## src/rtl/vm2002_stock_arb_if.sv

```systemverilog
// -----------------------------------------------------------------------------
// vm2002_stock_arb_if
// Request/response bundle between the stock arbiter and its two requesters.
//   supplier side : sup_valid, sup_item, sup_count, sup_cost -> arbiter
//                   sup_ready, sup_err                       <- arbiter
//   user side     : usr_req, usr_op, usr_item                 -> arbiter
//                   usr_ack, usr_status, usr_cost             <- arbiter
// Modports: master = requester side, slave = arbiter side.
// -----------------------------------------------------------------------------
interface vm2002_stock_arb_if #(
   parameter int ITEM_W  = 3,
   parameter int COUNT_W = 4,
   parameter int COST_W  = 8
);
   logic                sup_valid;
   logic [ITEM_W-1:0]   sup_item;
   logic [COUNT_W-1:0]  sup_count;
   logic [COST_W-1:0]   sup_cost;
   logic                sup_ready;
   logic                sup_err;

   logic                usr_req;
   logic                usr_op;
   logic [ITEM_W-1:0]   usr_item;
   logic                usr_ack;
   logic [1:0]          usr_status;
   logic [COST_W-1:0]   usr_cost;

   modport master (
      output sup_valid, sup_item, sup_count, sup_cost,
      input  sup_ready, sup_err,
      output usr_req, usr_op, usr_item,
      input  usr_ack, usr_status, usr_cost
   );

   modport slave (
      input  sup_valid, sup_item, sup_count, sup_cost,
      output sup_ready, sup_err,
      input  usr_req, usr_op, usr_item,
      output usr_ack, usr_status, usr_cost
   );
endinterface

```

## src/rtl/vm2002_stock_arb.sv

```systemverilog
// -----------------------------------------------------------------------------
// vm2002_stock_arb
// Vending-machine stock table (per-item count and cost) shared between the
// supplier restock port and the user vend controller. Requests are serialized
// through an IDLE -> RD -> WR read-modify-write sequence with round-robin
// arbitration; each transaction ends with a one-cycle completion pulse.
//
// Ports:
//   clk        system clock
//   hrst       synchronous active-high reset
//   bus        vm2002_stock_arb_if.slave (supplier and user handshakes)
//   busy       high while a transaction is in flight (state != IDLE)
//   low_stock  per-item low-stock flags (only with VM_STOCK_LOW_FLAG_EN)
//
// Optional feature macro: VM_STOCK_LOW_FLAG_EN
//   Adds parameter LOW_THRESH and output low_stock[NUM_ITEMS-1:0];
//   bit i = 1 iff count[i] <= LOW_THRESH after the last write of item i.
// -----------------------------------------------------------------------------
module vm2002_stock_arb #(
   parameter int NUM_ITEMS  = 8,
   parameter int COUNT_W    = 4,
   parameter int COST_W     = 8,
   parameter int MAX_COUNT  = 15
`ifdef VM_STOCK_LOW_FLAG_EN
  ,parameter int LOW_THRESH = 2
`endif
) (
   input  logic                 clk,
   input  logic                 hrst,
   vm2002_stock_arb_if.slave    bus,
   output logic                 busy
`ifdef VM_STOCK_LOW_FLAG_EN
  ,output logic [NUM_ITEMS-1:0] low_stock
`endif
);

   localparam int ITEM_W = (NUM_ITEMS > 1) ? $clog2(NUM_ITEMS) : 1;
   localparam logic [ITEM_W:0]  ITEM_LIM = (ITEM_W+1)'(NUM_ITEMS);
   localparam logic [COUNT_W:0] MAX_SUM  = (COUNT_W+1)'(MAX_COUNT);
`ifdef VM_STOCK_LOW_FLAG_EN
   localparam logic [COUNT_W-1:0] LOW_C = COUNT_W'(LOW_THRESH);
`endif

   typedef enum logic [1:0] {IDLE, RD, WR} state_t;
   typedef enum logic {GNT_SUP, GNT_USR} gnt_t;
   typedef enum logic [1:0] {
      ST_AVAIL = 2'b00,
      ST_OOS   = 2'b01,
      ST_ERR   = 2'b10
   } ustat_t;

   state_t               state, state_nxt;
   gnt_t                 gnt, gnt_nxt, rr_ptr;

   // Fields captured at grant; requester inputs are not looked at again.
   logic [ITEM_W-1:0]    g_item;
   logic                 g_op;
   logic [COUNT_W-1:0]   g_count;
   logic [COST_W-1:0]    g_cost;

   // Working copies of the table entry, loaded in RD.
   logic [COUNT_W-1:0]   cnt_w;
   logic [COST_W-1:0]    cost_w;

   logic [COUNT_W-1:0]   count_tbl [NUM_ITEMS];
   logic [COST_W-1:0]    cost_tbl  [NUM_ITEMS];

   logic                 sup_ready_q, sup_err_q, usr_ack_q;
   logic [1:0]           usr_status_q;
   logic [COST_W-1:0]    usr_cost_q;

   logic                 sup_elig, usr_elig;
   logic                 item_ok, sup_rej, tbl_we;
   logic [COUNT_W:0]     sum;
   ustat_t               ustat;
   logic [COUNT_W-1:0]   new_count;
   logic [COST_W-1:0]    new_cost;

   // A requester whose pulse is high this cycle is still dropping its
   // request, so it must not be granted again.
   assign sup_elig = bus.sup_valid && !sup_ready_q;
   assign usr_elig = bus.usr_req   && !usr_ack_q;

   // ---------------------------------------------------------------- state reg
   always_ff @(posedge clk) begin
      if (hrst) state <= IDLE;
      else      state <= state_nxt;
   end

   // ---------------------------------------------------------- next-state comb
   always_comb begin
      state_nxt = state;
      gnt_nxt   = gnt;
      unique case (state)
         IDLE: begin
            if (sup_elig && usr_elig) begin
               gnt_nxt   = (rr_ptr == GNT_SUP) ? GNT_USR : GNT_SUP;
               state_nxt = RD;
            end else if (sup_elig) begin
               gnt_nxt   = GNT_SUP;
               state_nxt = RD;
            end else if (usr_elig) begin
               gnt_nxt   = GNT_USR;
               state_nxt = RD;
            end
         end
         RD:      state_nxt = WR;
         WR:      state_nxt = IDLE;
         default: state_nxt = IDLE;
      endcase
   end

   // -------------------------------------------------------------- output comb
   always_comb begin
      busy    = (state != IDLE);
      item_ok = ({1'b0, g_item} < ITEM_LIM);
      sum     = {1'b0, cnt_w} + {1'b0, g_count};
      sup_rej = !item_ok || (sum > MAX_SUM);

      if (!item_ok || cost_w == '0) ustat = ST_ERR;
      else if (cnt_w == '0)         ustat = ST_OOS;
      else                          ustat = ST_AVAIL;

      new_count = cnt_w;
      new_cost  = cost_w;
      if (gnt == GNT_SUP) begin
         if (!sup_rej) begin
            new_count = sum[COUNT_W-1:0];
            if (g_cost != '0) new_cost = g_cost;
         end
      end else if (g_op && ustat == ST_AVAIL) begin
         new_count = cnt_w - COUNT_W'(1);
      end

      tbl_we = (state == WR) && item_ok;
   end

   // ---------------------------------------------------------------- datapath
   always_ff @(posedge clk) begin
      if (hrst) begin
         gnt          <= GNT_SUP;
         rr_ptr       <= GNT_USR;
         g_item       <= '0;
         g_op         <= 1'b0;
         g_count      <= '0;
         g_cost       <= '0;
         cnt_w        <= '0;
         cost_w       <= '0;
         count_tbl    <= '{default: '0};
         cost_tbl     <= '{default: '0};
         sup_ready_q  <= 1'b0;
         sup_err_q    <= 1'b0;
         usr_ack_q    <= 1'b0;
         usr_status_q <= '0;
         usr_cost_q   <= '0;
`ifdef VM_STOCK_LOW_FLAG_EN
         low_stock    <= '1;
`endif
      end else begin
         sup_ready_q <= 1'b0;
         usr_ack_q   <= 1'b0;
         unique case (state)
            IDLE: begin
               if (state_nxt == RD) begin
                  gnt     <= gnt_nxt;
                  rr_ptr  <= gnt_nxt;
                  g_item  <= (gnt_nxt == GNT_SUP) ? bus.sup_item : bus.usr_item;
                  g_op    <= bus.usr_op;
                  g_count <= bus.sup_count;
                  g_cost  <= bus.sup_cost;
               end
            end
            RD: begin
               // Out-of-range index reads as an empty, unpriced entry.
               cnt_w  <= item_ok ? count_tbl[g_item] : '0;
               cost_w <= item_ok ? cost_tbl[g_item]  : '0;
            end
            WR: begin
               if (tbl_we) begin
                  count_tbl[g_item] <= new_count;
                  cost_tbl[g_item]  <= new_cost;
`ifdef VM_STOCK_LOW_FLAG_EN
                  low_stock[g_item] <= (new_count <= LOW_C);
`endif
               end
               if (gnt == GNT_SUP) begin
                  sup_ready_q <= 1'b1;
                  sup_err_q   <= sup_rej;
               end else begin
                  usr_ack_q    <= 1'b1;
                  usr_status_q <= ustat;
                  usr_cost_q   <= cost_w;
               end
            end
            default: ;
         endcase
      end
   end

   assign bus.sup_ready  = sup_ready_q;
   assign bus.sup_err    = sup_err_q;
   assign bus.usr_ack    = usr_ack_q;
   assign bus.usr_status = usr_status_q;
   assign bus.usr_cost   = usr_cost_q;

endmodule

```

## src/flat_wrapper.sv

```systemverilog
// flat-port wrapper written by rule: the top's interface ports become plain ports
module vm2002_stock_arb_flat 
#(
   parameter int NUM_ITEMS  = 8,
   parameter int COUNT_W    = 4,
   parameter int COST_W     = 8,
   parameter int MAX_COUNT  = 15

)
  (clk, hrst, busy, bus_sup_valid, bus_sup_item, bus_sup_count, bus_sup_cost, bus_sup_ready, bus_sup_err, bus_usr_req, bus_usr_op, bus_usr_item, bus_usr_ack, bus_usr_status, bus_usr_cost);
  vm2002_stock_arb_if #(.COUNT_W(COUNT_W), .COST_W(COST_W)) bus_i ();
  input  logic clk;
  input  logic hrst;
  output logic busy;
  input wire logic [$bits(bus_i.sup_valid)-1:0] bus_sup_valid;
  input wire logic [$bits(bus_i.sup_item)-1:0] bus_sup_item;
  input wire logic [$bits(bus_i.sup_count)-1:0] bus_sup_count;
  input wire logic [$bits(bus_i.sup_cost)-1:0] bus_sup_cost;
  output wire logic [$bits(bus_i.sup_ready)-1:0] bus_sup_ready;
  output wire logic [$bits(bus_i.sup_err)-1:0] bus_sup_err;
  input wire logic [$bits(bus_i.usr_req)-1:0] bus_usr_req;
  input wire logic [$bits(bus_i.usr_op)-1:0] bus_usr_op;
  input wire logic [$bits(bus_i.usr_item)-1:0] bus_usr_item;
  output wire logic [$bits(bus_i.usr_ack)-1:0] bus_usr_ack;
  output wire logic [$bits(bus_i.usr_status)-1:0] bus_usr_status;
  output wire logic [$bits(bus_i.usr_cost)-1:0] bus_usr_cost;
  assign bus_i.sup_valid = bus_sup_valid;
  assign bus_i.sup_item = bus_sup_item;
  assign bus_i.sup_count = bus_sup_count;
  assign bus_i.sup_cost = bus_sup_cost;
  assign bus_sup_ready = bus_i.sup_ready;
  assign bus_sup_err = bus_i.sup_err;
  assign bus_i.usr_req = bus_usr_req;
  assign bus_i.usr_op = bus_usr_op;
  assign bus_i.usr_item = bus_usr_item;
  assign bus_usr_ack = bus_i.usr_ack;
  assign bus_usr_status = bus_i.usr_status;
  assign bus_usr_cost = bus_i.usr_cost;
  vm2002_stock_arb #(.NUM_ITEMS(NUM_ITEMS), .COUNT_W(COUNT_W), .COST_W(COST_W), .MAX_COUNT(MAX_COUNT)) u_core (.clk(clk), .hrst(hrst), .bus(bus_i), .busy(busy));
endmodule
```

## config.mk

```make
export PLATFORM = sky130hd
export DESIGN_NAME = vm2002_stock_arb_flat
export DESIGN_NICKNAME = d
export VERILOG_FILES = /design/src/rtl/vm2002_stock_arb_if.sv /design/src/rtl/vm2002_stock_arb.sv /design/src/flat_wrapper.sv
export SDC_FILE = /design/constraint.sdc
export NUM_CORES = 1
export LEC_CHECK = 0
export CAP_MARGIN = 10
export CELL_PAD_IN_SITES_DETAIL_PLACEMENT = 0
export CELL_PAD_IN_SITES_GLOBAL_PLACEMENT = 1
export CORE_ASPECT_RATIO = 0.5
export CORE_MARGIN = 2
export CORE_UTILIZATION = 50
export CTS_BUF_LIST = sky130_fd_sc_hd__clkbuf_16
export DETAILED_ROUTE_END_ITERATION = 8
export GPL_TIMING_DRIVEN = 0
export PLACE_DENSITY_LB_ADDON = 0.1
export SYNTH_ARGS = -nofsm -noshare
export SYNTH_HDL_FRONTEND = slang
export SYNTH_SLANG_ARGS = --single-unit
```

## constraint.sdc

```tcl
create_clock -name clk -period 3.6 [get_ports clk]
set_input_delay 0.72 -clock clk [delete_from_list [all_inputs] [get_ports clk]]
set_output_delay 0.72 -clock clk [all_outputs]
set_load 0.05 [all_outputs]
```

==> reports/metrics.csv <==
metric,value,unit
sequential share of power,41.9,%
width of the die,161.7,um
met2 usage in global routing,41.18,%
"Hold Vio Cnt, Final",0,
share of power burned in combinational logic,13.8,%
Syn Inst Count,627,
Top Usage Layer GRT,met2,
Synth Area per Inst,9.920,um^2
"Data required, critical path",3.86,ns
DR pass1 iterations,5,
number of synthesized flops with an enable pin,0,
Worst Setup End Kind,flop,
max-slew violations,0,
Ports,37,
Final setup viols,0,
maximum vdd drop,0.0002533,V
fin crit share,75.15,%
die height,82.87,um
GPL Wtd Cong,0.8683,
fin nets,711,
Total GRT Usage,27.09,%
Power per Cell Area,537.2,mW/mm^2
IO Port Bufs,36,
fill count,1028,
Slew HR,44.35,%
Max Clock Skew,0.01210,ns
Core Region,0.01198,mm^2
Int Pwr,2.833,mW
Least-Margin Pin Slew,0.8347,ns
Mapped Nets,656,
"Reg clk slew, reported paths",0.06,ns
Max Buffers Root-to-Sink,2,
final instance area,0.007375,mm^2
Netlist cell types,47,
GR Overflow Total,0,
Mapped Area,0.006220,mm^2
Synth Area in Adders,1.328,%
CTS sink cnt,141,
"Primary FF master, synth",dfxtp_1,
layout cells sized above 1,14.96,%
postcts setup bufs,0,
initial antenna violation count,0,
antenna cell count,0,
vias,5061,
Setup Crit Path Kind,flop to flop,
Starting Density,51.91,%
drt drc,0,
root buffer cell,clkbuf_16,
final wirelength,17710,um
Hold Crit Class,flop to flop,
Fmax,369.6,MHz
CP Max Fanout,8,
vias in the first global route,4798,
CTS tree,built,
YS warnings,0,
Syn-to-layout area delta,18.57,%
Simple-Gate Fraction of Synth Area,14.77,%
WL per Instance,20.59,um
GR Util met1,37.69,%
M3 GR Usage,7.892,%
first-pass GRT wire length,27440,um
largest net degree at the start of global routing,17,
Max-Cap Viols,0,
critical path arrival,2.96,ns
Yosys reg bits,141,
net switching power,1.129,mW
die area,0.01340,mm^2
crit path time final,2.705,ns
asr flop ratio synth,0,%
"Clk Latency, worst-skew pair",0.42,ns
vias per cell,5.885,
Switching Fraction,28.50,%
H-Tree Depth,4,
largest family of logic cells by synthesized area,compound AO/OA/AOI/OAI gates,
sequential fraction of the synthesis area,45.38,%
Post-DP HPWL,12330,um
post-synthesis compound-gate area fraction,20.74,%
part of the power in the clock network,44.3,%
outcome,completed,
# rows,28,
Lkg Pwr,2.509,nW
most frequent cells in the layout,"141 x dfxtp_1, 125 x nor2_1, 93 x a211oi_1",
antenna-violating nets left,0,
"commonest non-fill, non-tap cell in the layout",dfxtp_1,
CTS Buf Count,17,
Final Core Density,61.55,%
post-synthesis mux area share,13.84,%
startpoint types,flop,
RSZ-0062 raised after global routing,false,
hold_buf cts,0,
Post-Synth XOR/XNOR Area,0.2615,%
Area after DPL,0.006787,mm^2
DR iter-0 viols,384,
post_cts resized,0,
TNS Setup,0,ns
worst paths after layout:
path                                  start                               to  slack (ns)  cells after the start
min reg2reg  u_core.g_count[2]$_SDFFE_PP0P_   u_core.g_count[2]$_SDFFE_PP0P_        0.47                      2
max reg2reg    u_core.cnt_w[0]$_SDFFE_PP0P_  u_core.cost_tbl[2]$_SDFFE_PP0P_        0.89                      8
min          u_core.g_count[2]$_SDFFE_PP0P_   u_core.g_count[2]$_SDFFE_PP0P_        0.47                      2
max            u_core.cnt_w[0]$_SDFFE_PP0P_  u_core.cost_tbl[2]$_SDFFE_PP0P_        0.89                      8
routing by layer:
metal / wire length, um / part of all wire (%)
met1: 8234 / 46
met2: 7716 / 44
met3: 1521 / 8.6
met4: 238 / 1.3
met5: 0 / 0
logic make-up after synthesis:
family | count (synthesis)
AO/OA/AOI/OAI | 165
XOR/XNOR | 1
adder cells (fa/ha/maj) | 6
buffers and inverters | 56
flip-flops | 141
multiplexers | 56
AND/OR/NAND/NOR | 202
sequential cells by signal (all words and copies together) (netlist names), 3 cells and up:
name / count
u_core.cost_tbl: 64
u_core.count_tbl: 32
u_core.bus.usr_cost: 8
u_core.cost_w: 8
u_core.g_cost: 8
u_core.cnt_w: 4
u_core.g_count: 4
u_core.g_item: 3
critical path: stages (launching register included):
cell	delay (ns)
dfxtp_1	0.45
ha_1	0.22
inv_1	0.06
fa_1	0.41
nand2b_1	0.22
a21oi_1	0.26
nor2_2	0.16
a22oi_2	0.57
a211oi_1	0.19
per-stage QoR:
stage | power [mW] | instances | hold WS (ns) | setup slack (ns)
6_report | 3.961 | 860 | 0.4685 | 0.8945
5_1_grt | 4.099 | 860 | 0.4872 | 0.7162
4_1_cts | 3.970 | 860 | 0.4700 | 0.9366
3_5_place_dp | 2.232 | 828 | 0.4604 | 0.8543
3_3_place_gp | 2.229 | 828 | 0.4535 | 0.8133
2_1_floorplan | 2.054 | 627 | 0.4400 | 1.506
synthesized netlist by cell type (6+ instances only):
cell type,instances,area share (%)
or3b_2,6,0.84
o211ai_1,11,1.3
o41ai_2,6,1.6
o21ai_0,7,0.56
nand2b_1,13,1.3
nor2_1,125,7.5
a22oi_2,8,1.6
inv_1,7,0.42
mux4_2,24,8.7
clkbuf_1,28,1.7
mux2i_1,32,5.1
nand2_1,36,2.2
buf_1,8,0.48
a211oi_1,93,11
buf_2,12,0.97
a21oi_1,24,1.9
dfxtp_1,141,45
power by group through the flow:
stage                     registers, mW  clock network [mW]  logic [mW]
final                              1.66                1.76       0.545
after global routing               1.67                1.85       0.586
after CTS                          1.66                1.77       0.541
after global placement             1.69                   0       0.536
after floorplan                    1.68                   0       0.370
after detailed placement           1.69                   0       0.538
layout make-up:
class	count	area (um^2)	share of cell area, %
tap	165	206.4	2.799
multi-input combinational	430	3168	42.96
clock inverter	15	162.7	2.206
buffer	49	202.7	2.749
timing repair buffer	36	360.3	4.886
sequential	141	2823	38.28
inverter	7	26.28	0.3563
clock buffer	17	425.4	5.769
(Power assumes the default switching activity.)
==> variant, RTL diff (same settings) <==
`COST_W` is set to 8 in 3 places; all go to 10.
--- a/src/rtl/vm2002_stock_arb_if.sv
+++ b/src/rtl/vm2002_stock_arb_if.sv
@@ -10,7 +10,7 @@
 interface vm2002_stock_arb_if #(
    parameter int ITEM_W  = 3,
    parameter int COUNT_W = 4,
-   parameter int COST_W  = 8
+   parameter int COST_W  = 10
 );
    logic                sup_valid;
    logic [ITEM_W-1:0]   sup_item;
--- a/src/rtl/vm2002_stock_arb.sv
+++ b/src/rtl/vm2002_stock_arb.sv
@@ -19,7 +19,7 @@
 module vm2002_stock_arb #(
    parameter int NUM_ITEMS  = 8,
    parameter int COUNT_W    = 4,
-   parameter int COST_W     = 8,
+   parameter int COST_W     = 10,
    parameter int MAX_COUNT  = 15
 `ifdef VM_STOCK_LOW_FLAG_EN
   ,parameter int LOW_THRESH = 2
--- a/src/flat_wrapper.sv
+++ b/src/flat_wrapper.sv
@@ -3,7 +3,7 @@
 #(
    parameter int NUM_ITEMS  = 8,
    parameter int COUNT_W    = 4,
-   parameter int COST_W     = 8,
+   parameter int COST_W     = 10,
    parameter int MAX_COUNT  = 15
 
 )
Interface: changed (resized bus_sup_cost and bus_usr_cost); port bits go from 37 to 41. No check against the original RTL was run, so the function may have changed too.
==> variant against the unedited design <==
Maximum frequency shrank 11%. Wire length grew 15%. Worst hold slack worse by 11 ps. Setup slack got worse by 330 ps. Global-route usage is 0.12 points lower. Sequential cell count is 22 higher. Die area up 16%. Power is 11% higher. Design area up 15%. Synthesized area grew 17%. Critical path type unchanged.
==> variant: results (changes against the unedited design) <==
Global routing:
- The met3 routing resource usage after global routing came to 0.0685 (was 0.0789).
- The met1 track demand over resource is 0.395 (was 0.377).
- The met2 track demand over resource in global routing is 0.400 (was 0.412).
- The via count of the first global-routing pass is 5380 (was 4798).
- The total global routing track utilization is 0.270 (was 0.271).
- The first-pass GRT wire length came to 31100 um (was 27400 um).

Pwr:
- The clock power share is 0.412 (was 0.443).
- The share of total power in sequential cells is 0.435 (was 0.419).
- The power density over cell area came to 518 nW/um^2 (was 537 nW/um^2).
- The leakage power of the design was 0.00273 uW (was 0.00251 uW).
- The worst voltage drop across the vdd grid is 0.322 mV (was 0.253 mV).

Routing:
- The number of DRC violations after detailed-routing iteration 0 is 589 (was 384).
- The mean number of vias per cell was 5.92 (was 5.88).
- The routed length on met2 is 8510 um (was 7720 um).
- The met1 wire length was 10000 um (was 8230 um).
- The highest routed metal layer is met4 (unchanged).
- The total detailed-routing wirelength was 20400 um (was 17700 um).
- The length of routed met3 wiring is 1630 um (was 1520 um).

Logic synthesis:
- Ranking of synthesized cells by area: dfxtp_1, a211oi_1, mux4_2 (unchanged).
- The number of unique standard cell types used by synthesis is 59 (was 47).
- The part of the Yosys area used for sequential elements is 0.449 (was 0.454).
- The net count after synthesis is 751 (was 656).
- Cell types with the highest counts after synthesis: dfxtp_1, nor2_1, a211oi_1 (unchanged).
- The fraction of synthesis flops using an asynchronous set or reset pin is 0 (unchanged).
- The post-synthesis cell count is 720 (was 627).

Clocking:
- The maximum level of the CTS H-tree was 4 (unchanged).

Critical path:
- The cell at the slowest stage of the critical path is a22oi_1 (was a22oi_2).
- The delay of the slowest cell on the worst path was 860 ps (was 570 ps).

Finish:
- The number of nets in the finished design is 810 (was 711).
- Largest registers: u_core.cost_tbl (80), u_core.count_tbl (32) (was u_core.cost_tbl (64), u_core.count_tbl (32)).
- The ratio of cells with drive above 1 in the final layout is 0.177 (was 0.150).
- The synthesis-to-finish area growth is 16.9% (was 18.6%).

Place:
- The instance count after placement with tap cells included came to 958 (was 828).
- The worst-case setup slack after placement came to 580 ps (was 854 ps).
- The total of buffers placed on input and output ports is 40 (was 36).
- The instance area at placement is 7920 um^2 (was 6790 um^2).
- The total half-perimeter wirelength after legalization and detailed placement is 14500 um (was 12300 um).
- The global placement routability congestion is 0.846 (was 0.868).

Timing:
- The largest clock skew in the final design is 14.7 ps (was 12.1 ps).
- The slew of the pin with the lowest slew margin is 1060 ps (was 835 ps).

Status:
- Run status: completed (unchanged).

Min path:
- The class of the tightest hold or removal check is flop to flop (unchanged).
-- variant: area by class of cell --
class	instances	area, um^2
well taps	198	248
clock buffers	17	425
repair buffers	40	400
inverters	6	25.0
plain buffers	58	280
multi-input cells	493	3700
fillers	1310	5850
clock inverters	15	155
flip-flops and latches	163	3260
-- variant: cell families after synthesis --
family / count (synthesis) / share of synthesized area
compound gates: 179 / 0.206
buf+inv: 64 / 0.0420
mux: 54 / 0.133
fa+ha+maj: 6 / 0.0114
flops: 163 / 0.449
simple gates: 254 / 0.159
-- variant: worst paths after layout --
check / depth (start not counted) / from / end / slack (ps)
min reg2reg: 2 / u_core.bus.usr_cost[1] / u_core.bus.usr_cost[1] / 460
max reg2reg: 8 / u_core.cnt_w[0] / u_core.cost_tbl[20] / 570
max: 8 / u_core.cnt_w[0] / u_core.cost_tbl[20] / 570
min: 2 / u_core.bus.usr_cost[1] / u_core.bus.usr_cost[1] / 460
